`src/rtl/mag_stats_pkg.sv`:
```
// Shared constants and types for the magnitude window statistics block.
// Holds default widths, the {peak, mean} record and FSM state encodings.
package mag_stats_pkg;

  localparam int MAG_DATA_W    = 8;
  localparam int MAG_WIN_LOG2  = 3;
  localparam int MAG_FIFO_LOG2 = 2;

  typedef struct packed {
    logic [MAG_DATA_W-1:0] peak;
    logic [MAG_DATA_W-1:0] mean;
  } mag_rec_t;

  typedef enum logic {
    WIN_FILL,
    WIN_LAST
  } win_state_t;

  typedef enum logic {
    AL_IDLE,
    AL_ALARM
  } alarm_state_t;

endpackage

```
`src/rtl/mag_stats_fifo.sv`:
```
// Synchronous record FIFO with wrap-bit pointers and a registered head.
// A push that finds the FIFO full is accepted only if a pop frees a slot.
module mag_stats_fifo
  import mag_stats_pkg::*;
#(
  parameter int W  = 2 * MAG_DATA_W,
  parameter int AW = MAG_FIFO_LOG2
) (
  input  logic         clk,
  input  logic         rst_n,
  input  logic         clr_i,
  input  logic         push_i,
  input  logic [W-1:0] wdata_i,
  input  logic         pop_req_i,
  output logic         valid_o,
  output logic [W-1:0] head_o,
  output logic         drop_o
);

  localparam int DEPTH = 1 << AW;

  logic [W-1:0]  mem_q [DEPTH];
  logic [AW:0]   wr_q, wr_d;
  logic [AW:0]   rd_q, rd_d;
  logic [AW:0]   rd_nxt;
  logic [W-1:0]  head_q, head_d;
  logic          empty, full;
  logic          pop, wr_ok;

  assign empty = (wr_q == rd_q);
  assign full  = (wr_q[AW] != rd_q[AW]) &&
                 (wr_q[AW-1:0] == rd_q[AW-1:0]);
  assign pop    = !empty && pop_req_i;
  assign wr_ok  = push_i && (!full || pop);
  assign drop_o = push_i && full && !pop;
  assign rd_nxt = rd_q + 1'b1;

  assign valid_o = !empty;
  assign head_o  = head_q;

  // Pointer advance and next head value after this edge's push/pop.
  always_comb begin
    wr_d   = wr_q;
    rd_d   = rd_q;
    head_d = head_q;
    if (wr_ok) wr_d = wr_q + 1'b1;
    if (pop) begin
      rd_d = rd_nxt;
      if (rd_nxt != wr_q) begin
        head_d = mem_q[rd_nxt[AW-1:0]];
      end else if (wr_ok) begin
        head_d = wdata_i;
      end
    end else if (empty && wr_ok) begin
      head_d = wdata_i;
    end
  end

  // Storage array; contents are don't-care until written.
  always_ff @(posedge clk) begin
    if (wr_ok && !clr_i) mem_q[wr_q[AW-1:0]] <= wdata_i;
  end

  // Pointers and head register; clr empties and zeroes the head.
  always_ff @(posedge clk or negedge rst_n) begin
    if (!rst_n) begin
      wr_q   <= '0;
      rd_q   <= '0;
      head_q <= '0;
    end else if (clr_i) begin
      wr_q   <= '0;
      rd_q   <= '0;
      head_q <= '0;
    end else begin
      wr_q   <= wr_d;
      rd_q   <= rd_d;
      head_q <= head_d;
    end
  end

endmodule

```
`src/rtl/mag_window_stats.sv`:
```
// Per-window peak/mean of a magnitude stream, queued for a slow reader.
// Define MAG_STATS_ALARM_EN to add the thr_hi/thr_lo hysteresis alarm.
module mag_window_stats
  import mag_stats_pkg::*;
#(
  parameter int DATA_W    = MAG_DATA_W,
  parameter int WIN_LOG2  = MAG_WIN_LOG2,
  parameter int FIFO_LOG2 = MAG_FIFO_LOG2
) (
  input  logic                clk,
  input  logic                rst_n,
  input  logic                ena,
  input  logic                clr,
  input  logic                in_valid,
  input  logic [DATA_W-1:0]   in_data,
  output logic                out_valid,
  input  logic                out_ready,
  output logic [DATA_W-1:0]   out_peak,
  output logic [DATA_W-1:0]   out_mean,
  output logic [WIN_LOG2-1:0] win_cnt,
  output logic                overflow
`ifdef MAG_STATS_ALARM_EN
  ,
  input  logic [DATA_W-1:0]   thr_hi,
  input  logic [DATA_W-1:0]   thr_lo,
  output logic                alarm
`endif
);

  localparam int SW = DATA_W + WIN_LOG2;

  logic [SW-1:0]       sum_q, sum_d, sum_acc;
  logic [DATA_W-1:0]   peak_q, peak_d, peak_acc;
  logic [WIN_LOG2-1:0] cnt_q, cnt_d;
  logic                ovf_q;
  logic                accept, push, drop;
  logic [2*DATA_W-1:0] rec, head;
  win_state_t          win_st;

  assign accept = ena && in_valid;

  // Window FSM: state decoded from the sample count; LAST closes a window.
  always_comb begin
    win_st   = (cnt_q == '1) ? WIN_LAST : WIN_FILL;
    sum_acc  = sum_q + SW'(in_data);
    peak_acc = (in_data > peak_q) ? in_data : peak_q;
    rec      = {peak_acc, sum_acc[SW-1:WIN_LOG2]};
    sum_d    = sum_q;
    peak_d   = peak_q;
    cnt_d    = cnt_q;
    push     = 1'b0;
    if (accept) begin
      unique case (win_st)
        WIN_FILL: begin
          sum_d  = sum_acc;
          peak_d = peak_acc;
          cnt_d  = cnt_q + 1'b1;
        end
        WIN_LAST: begin
          push   = !clr;
          sum_d  = '0;
          peak_d = '0;
          cnt_d  = '0;
        end
      endcase
    end
  end

  // Accumulator, window count and sticky drop flag.
  always_ff @(posedge clk or negedge rst_n) begin
    if (!rst_n) begin
      sum_q  <= '0;
      peak_q <= '0;
      cnt_q  <= '0;
      ovf_q  <= 1'b0;
    end else if (clr) begin
      sum_q  <= '0;
      peak_q <= '0;
      cnt_q  <= '0;
      ovf_q  <= 1'b0;
    end else begin
      sum_q  <= sum_d;
      peak_q <= peak_d;
      cnt_q  <= cnt_d;
      ovf_q  <= ovf_q | drop;
    end
  end

  mag_stats_fifo #(
    .W  (2 * DATA_W),
    .AW (FIFO_LOG2)
  ) u_fifo (
    .clk       (clk),
    .rst_n     (rst_n),
    .clr_i     (clr),
    .push_i    (push),
    .wdata_i   (rec),
    .pop_req_i (out_ready),
    .valid_o   (out_valid),
    .head_o    (head),
    .drop_o    (drop)
  );

  assign out_peak = head[2*DATA_W-1:DATA_W];
  assign out_mean = head[DATA_W-1:0];
  assign win_cnt  = cnt_q;
  assign overflow = ovf_q;

`ifdef MAG_STATS_ALARM_EN
  alarm_state_t al_q, al_d;

  // Hysteresis next state, evaluated on every accepted sample.
  always_comb begin
    al_d = al_q;
    unique case (al_q)
      AL_IDLE:
        if (accept && in_data >= thr_hi) al_d = AL_ALARM;
      AL_ALARM:
        if (accept && in_data < thr_lo) al_d = AL_IDLE;
    endcase
  end

  // Alarm state register.
  always_ff @(posedge clk or negedge rst_n) begin
    if (!rst_n)   al_q <= AL_IDLE;
    else if (clr) al_q <= AL_IDLE;
    else          al_q <= al_d;
  end

  assign alarm = (al_q == AL_ALARM);
`endif

endmodule

```
`config.mk`:
```
export PLATFORM = sky130hd
export DESIGN_NAME = mag_window_stats
export DESIGN_NICKNAME = d
export VERILOG_FILES = /design/src/rtl/mag_stats_pkg.sv /design/src/rtl/mag_stats_fifo.sv /design/src/rtl/mag_window_stats.sv
export SDC_FILE = /design/constraint.sdc
export NUM_CORES = 1
export LEC_CHECK = 0
export ABC_AREA = 0
export CORE_MARGIN = 3
export CORE_UTILIZATION = 53
export CTS_BUF_LIST = sky130_fd_sc_hd__clkbuf_16
export DETAILED_ROUTE_END_ITERATION = 16
export PLACE_DENSITY_LB_ADDON = 0.12
export SYNTH_ARGS = -nofsm -noshare
export SYNTH_HDL_FRONTEND = slang
export SYNTH_SLANG_ARGS = --single-unit
```
`constraint.sdc`:
```
create_clock -name clk -period 2.3 [get_ports clk]
set_input_delay 0.46 -clock clk [delete_from_list [all_inputs] [get_ports clk]]
set_output_delay 0.46 -clock clk [all_outputs]
set_load 0.1 [all_outputs]
```
== Word level (Yosys, flattened, before mapping) ==
Memories as Yosys holds them, arrays and structs flattened.
Cells that the tools add are included.

* Memories: 1
* Logic and storage cells: 64
* Bits in writable memories: 64
* ROM bits: 0
* Input bits: 14
* Bits in latches: 0
* Register bits: 45

{| class="wikitable"
|+ Memories
! memory !! depth !! width !! rd ports !! clocked after Yosys merged registers in !! wr ports !! line !! text
|-
| u_fifo.mem_q || 4 || 16 || 1 || 0 || 1 || mag_stats_fifo.sv:22 || <nowiki>logic [W-1:0] mem_q [DEPTH];</nowiki>
|}

* $add $sub $neg: 4
* Shifts and indexed selects: 0
* Equality and inequality tests: 6
* Reduce and logical (&&, ||, !) cells: 18
* $lt $le $gt $ge: 1
* Bitwise logic cells: 2
* Multiplexer cells: 25
* Multipliers: 0
* Div/mod/pow operators: 0

{| class="wikitable"
|+ Operators by type and width
! kind !! count
|-
| $mux 16 || 5
|-
| $mux 8 || 3
|-
| $mux 11 || 2
|-
| $pmux 11 s2 || 1
|-
| $mux 3 || 6
|-
| $pmux 8 s2 || 1
|-
| $add 11x8->11 || 1
|-
| $add 3x1->3 const B || 3
|-
| $gt 8x8->1 || 1
|-
| $logic_and 1x1->1 || 8
|-
| $mux 1 || 6
|-
| $pmux 3 s2 || 1
|-
| $reduce_bool 2->1 || 3
|-
| $logic_not 1->1 || 4
|-
| $ne 4x4->1 const B || 1
|-
| $eq 3x3->1 || 1
|-
| $eq 3x3->1 const B || 1
|-
| $ne 3x3->1 || 1
|-
| $reduce_bool 3->1 || 1
|-
| $eq 2x2->1 || 1
|-
| $reduce_and 2->1 || 1
|-
| $logic_or 1x1->1 || 1
|-
| $ne 1x1->1 || 1
|-
| $not 1->1 || 1
|-
| $or 1x1->1 || 1
|}

== Longest topological paths before layout ==
* Depth after elaboration: 9
* Depth in mapped cells: 9

== Modules after synthesis ==
A second synthesis with hierarchy kept.

* Cells, all modules: 348
* Area total of the unflattened synthesis: 5303.8 um^2

{| class="wikitable"
|+ Modules (own cells, without submodules)
! module !! seq. area each (um^2) !! cells each !! instances !! area each (um^2)
|-
| mag_stats_fifo || 2472.4 || 190 || 1 || 3626.0
|-
| mag_window_stats || 575.6 || 158 || 1 || 1677.9
|}

== Least setup slack after synthesis ==
OpenSTA, ideal clock, no wires.

* Path type: reg-to-reg
* Start: reg cnt_q[0] (netlist: win_cnt[0])
* End: mem u_fifo.mem_q[3][0] (netlist bit), enable pin
* Arrival time: 2.872 ns
* Cell stages (with the launch flop): 6
* Setup time: 0.409 ns
* Slack: -0.981 ns
* Required time: 1.891 ns
* Path buffers: 0
* Clock period less this slack: 3.281 ns
* Cell sequence: dfrtp_1 -> ha_1 -> ha_1 -> and3_1 -> nand2b_1 -> nor3_1

* Longest elaborated chain between the ends: 8

{| class="wikitable"
|+ Ends and longest elaborated chain
! element !! line !! text
|-
| from (decl) || mag_window_stats.sv:34 || <nowiki>logic [WIN_LOG2-1:0] cnt_q, cnt_d;</nowiki>
|-
| from (signal assigned) || mag_window_stats.sv:84 || <nowiki>cnt_q <= cnt_d;</nowiki>
|-
| $eq 3x3->1 || mag_window_stats.sv:44 || <nowiki>win_st = (cnt_q == '1) ? WIN_LAST : WIN_FILL;</nowiki>
|-
| $mux 1 || mag_window_stats.sv:44 ||
|-
| $mux 1 || mag_window_stats.sv:53 || <nowiki>unique case (win_st)</nowiki>
|-
| $mux 1 || mag_window_stats.sv:52 || <nowiki>if (accept) begin</nowiki>
|-
| $logic_and 1x1->1 || mag_stats_fifo.sv:34 || <nowiki>assign wr_ok = push_i && (!full || pop);</nowiki>
|-
| $logic_and 1x1->1 || mag_stats_fifo.sv:61 || <nowiki>if (wr_ok && !clr_i) mem_q[wr_q[AW-1:0]] <= wdata_i;</nowiki>
|-
| $mux 1 || mag_stats_fifo.sv:61 ||
|-
| $mux 1 (implied by the code) || mag_stats_fifo.sv:61 ||
|-
| to (decl) || mag_stats_fifo.sv:22 ||
|}

Every way passes these cells.

== Worst setup path after layout ==
* Start: in in_data[5]
* End: reg u_fifo.head_q[7] (netlist: u_fifo.head_o[7])

* Longest elaborated chain between the ends: 5

{| class="wikitable"
|+ Ends and longest elaborated chain
! element !! line !! text
|-
| from (decl) || mag_window_stats.sv:15 || <nowiki>input logic [DATA_W-1:0] in_data,</nowiki>
|-
| $add 11x8->11 * || mag_window_stats.sv:45 || <nowiki>sum_acc = sum_q + SW'(in_data);</nowiki>
|-
| named net sum_acc[10] || mag_window_stats.sv:32 || <nowiki>logic [SW-1:0] sum_q, sum_d, sum_acc;</nowiki>
|-
| $mux 16 || mag_stats_fifo.sv:51 || <nowiki>end else if (wr_ok) begin</nowiki>
|-
| $mux 16 || mag_stats_fifo.sv:49 || <nowiki>if (rd_nxt != wr_q) begin</nowiki>
|-
| $mux 16 * || mag_stats_fifo.sv:47 || <nowiki>if (pop) begin</nowiki>
|-
| $mux 16 * || mag_stats_fifo.sv:70 || <nowiki>end else if (clr_i) begin</nowiki>
|-
| to (signal assigned) || mag_stats_fifo.sv:69 || <nowiki>head_q <= '0;</nowiki>
|-
| to (signal assigned) || mag_stats_fifo.sv:73 || <nowiki>head_q <= '0;</nowiki>
|-
| to (signal assigned) || mag_stats_fifo.sv:77 || <nowiki>head_q <= head_d;</nowiki>
|-
| to (decl) || mag_stats_fifo.sv:26 || <nowiki>logic [W-1:0] head_q, head_d;</nowiki>
|}

The timed path passes the listed nets; every way through them passes the cells marked *. The select of a mux whose other input is x is not followed.
A chain may end at the register's enable or synchronous reset.

==> impl_results.md <==
* CP Capture Type: flip-flop
* Share of cells above drive strength 1 at 38.48%
* HP Class: in -> async
* Total gr overflow at 0
* Net Sw Frac at 26.29%
* Synth Area in Adders at 5.884%
* Vias at 3,418
* Synth Flop Type: edfxtp_1
* TritonCTS Buffers at 9
* Synth warnings at 0
* Flop pwr share at 50.3%
* Buf+Inv Stages, Crit Path at 3
* Largest net degree at the start of global routing at 46
* CTS Hold Bufs at 0
* Most frequent cells in the layout: buf_4, edfxtp_1, dfrtp_1, a22o_1
* Initial antenna violation count at 0
* VDD IR max at 0.0004313 V
* Highest cell delay on the worst timing path at 0.32 ns
* CTS tree: done
* DR iter-0 viols at 196
* Die area at 0.01110 sq mm
* H-tree Lvls at 3
* Mapped Area at 0.005231 sq mm
* Critical path's slowest cell: a221o_1
* Leak Pwr at 2.686 nW
* Max Cap Violations at 0
* Most frequent CP cell: buf_4
* IO Pins at 35
* Number of synthesized flops with an enable pin at 64
* Peak Freq at 0.4450 GHz
* Initial Utilization at 55.56%
* Setup violators final at 0
* Syn_nets at 399
* Startpoint Class: primary input
* Gate power share at 14.2%
* WL per Instance at 19.90 um
* Fin cells at 589
* Syn Inst Count at 361
* Core footprint at 0.009415 sq mm
* Clock share of power at 35.5%
* GPL Wtd Cong at 0.8515
* Ratio of final minimum period to clock period at 97.70%
* Register area share after synthesis at 58.26%
* P per Cell Area at 641.4 mW/mm^2
* Worst endpoint data arrival time at 2.47 ns
* Die width at 105.4 um
* Simple-gate share of the synthesized area at 9.304%
* Syn_area_per_cell at 14.49 sq um
* Mux cell area share after synthesis at 9.615%
* Status: completed
* Area of the multi-input gates at 0.002240 sq mm
* First-pass DRT Iterations at 4
* Post-synthesis register bit count at 109
* Worst-path clk slew at 0.07 ns
* Port-buffer cells at 34
* Global-route wire length before repair at 18,940 um
* Crit Path Max Fanout at 6
* Critical setup path kind: in -> reg
* Antenna diode count at 0
* Most common cell after layout, fill and taps aside: buf_4
* Final Core Density at 70.72%
* # clock sinks at 109
* Crit path required time at 2.52 ns
* Row count at 35
* Yosys cell types at 55
* Cell internal pwr at 3.148 mW
* Dpl cells at 562
* Largest family of logic cells by synthesized area: compound AO/OA/AOI/OAI gates
* Fraction of registers with async set/reset at 41.28%
* CTS max path bufs at 2
* Root Driver: clkbuf_16
* Fill count at 638
* FF+latch area at 0.003052 sq mm
* Worst Tran Pin Value at 0.5732 ns
* Final Hold Viols at 0
* CP cell instances: dlygate4sd2_1, buf_4, ha_1, o21ai_0, a21oi_1, o21ai_2, nor2_2, xor2_2, buf_4, a221o_1
* Net count reported at finish at 493
* Area grow syn2layout at 27.29%
* Xor-xnor portion of the synthesized cell area at 3.109%
* Final WL at 11,720 um
* Total track usage at 22.16%
* Post-route DRC at 0
* Psw at 1.123 mW
* Number of global-route vias before repair at 3,464
* ANT nets after route at 0
* Max-slew violation count at 0
* Worst skew pair latency at 0.34 ns
* CP delay by family, top: compound AO/OA/AOI/OAI gates
* Max-Slew Margin vs Limit at 61.51%
* Synth Area in Compound Gates at 11.05%
* Vias/cell at 5.803
* Final critical-path required period at 2.247 ns
* Max Clock Skew at 0.01242 ns
* Post-DP HPWL at 7885 um
* Vert. Die Dim at 105.4 um
-- logic make-up (layout without fill, tap and decap cells) --
family                   count (synthesis)  after routing
multiplexers                            29             29
flip-flops                             109            109
adder cells (fa/ha/maj)                 24             24
AO/OA/AOI/OAI                           74             74
buffers and inverters                   30            129
AND/OR/NAND/NOR                         81             81
XOR/XNOR                                14             14
-- Yosys cell counts, types with 2 or more instances --
master	n	area share [%]
a211oi_2	2	0.48
a21o_1	3	0.43
a21oi_1	16	1.5
a221o_1	11	2.1
a22o_1	19	3.2
and2_1	3	0.36
and2b_1	2	0.29
buf_6	4	0.86
clkbuf_1	5	0.36
dfrtp_1	45	22
edfxtp_1	64	37
ha_1	23	5.5
inv_1	19	1.4
mux2_1	7	1.5
mux2_2	3	0.65
mux2i_1	3	0.57
mux4_2	16	6.9
nand2_1	13	0.93
nand2b_1	2	0.24
nand3_1	6	0.57
nand4_1	2	0.24
nor2_1	21	1.5
nor2b_1	4	0.48
nor2b_2	10	1.7
nor3_1	3	0.29
nor3_2	2	0.38
nor4_1	2	0.24
o211ai_1	2	0.29
o21a_1	2	0.29
o21ai_0	5	0.48
o21ai_1	7	0.67
or3_1	3	0.36
xnor2_1	7	1.2
xor2_1	4	0.67
-- registers in the layout, summed over array words and instances (netlist names) --
| register | flops |
|---|---|
| u_fifo.mem_q | 64 |
| sum_q | 11 |
| overflow | 1 |
| peak_q | 8 |
| u_fifo.head_o | 16 |
| u_fifo.rd_q | 3 |
| u_fifo.wr_q | 3 |
| win_cnt | 3 |
-- worst register-to-register path: cells and delay by family, from the launching register on --
family | cells | cell delay, ns
buffers and inverters | 3 | 0.43
AOI/OAI and AO/OA | 2 | 0.55
muxes | 1 | 0.34
DFF | 1 | 0.39
and+or+nand+nor | 1 | 0.12
adders and majority gates | 1 | 0.27
-- through the flow --
step | setup TNS (ns) | setup slack [ns] | power [mW] | hold slack [ns] | instance area [sq um]
CTS | 0 | 0.001034 | 4.279 | 0.1054 | 6531
floorplan | 0 | 0.01573 | 2.495 | 0.1644 | 5250
detailed placement | -38.79 | -0.6336 | 2.713 | 0.4679 | 6088
finish | 0 | 0.05300 | 4.271 | 0.09141 | 6659
global route | -0.02440 | -0.02139 | 4.449 | 0.1037 | 6659
global placement | -33.09 | -0.5419 | 2.700 | 0.4704 | 6088
-- power groups by stage --
stage | logic (mW) | registers [mW] | clock network (mW)
6_report | 0.606 | 2.15 | 1.52
5_1_grt | 0.654 | 2.15 | 1.64
4_1_cts | 0.578 | 2.15 | 1.55
3_5_place_dp | 0.525 | 2.19 | 0
3_3_place_gp | 0.512 | 2.19 | 0
2_1_floorplan | 0.225 | 2.27 | 0
-- path summary, 6_finish.rpt --
check	from	endpoint	slack, ns	cells past startpoint
worst max-delay path	in_data[5]	u_fifo.head_o[7]	0.05	10
worst min-delay path	rst_n	u_fifo.wr_q[0]	0.09	2
worst max register to register	peak_q[7]	u_fifo.head_o[8]	0.08	8
worst min register to register	win_cnt[0]	win_cnt[0]	0.50	1
max in group asynchronous	rst_n	win_cnt[2]	1.95	2
min in group clk	win_cnt[0]	win_cnt[0]	0.50	1
-- metal layers --
metal | vias up | routed length (um) | track usage [%]
met5 | - | 0 | 0
met4 | 0 | 180 | 5.436
met3 | 12 | 512 | 3.368
met2 | 96 | 5938 | 35.79
met1 | 1742 | 5092 | 31.86
li1 | 1568 | - | -
-- area by class of cell --
class	instances	share of cell area, %
sequential	109	45.83
tap	129	2.424
clock inverter	7	1.071
timing repair buffer	94	12.59
clock buffer	9	3.382
inverter	19	1.071
multi-input combinational	222	33.63
-- timing repair --
| item | in CTS | in global routing |
|---|---|---|
| gates resized for setup | 38 | 11 |
| pin swaps | 11 | 8 |
| setup buffers | 5 | 7 |
| gates cloned | 0 | 0 |
| setup endpoints to repair | 68 | 16 |
Power figures use the tool's default switching activity.
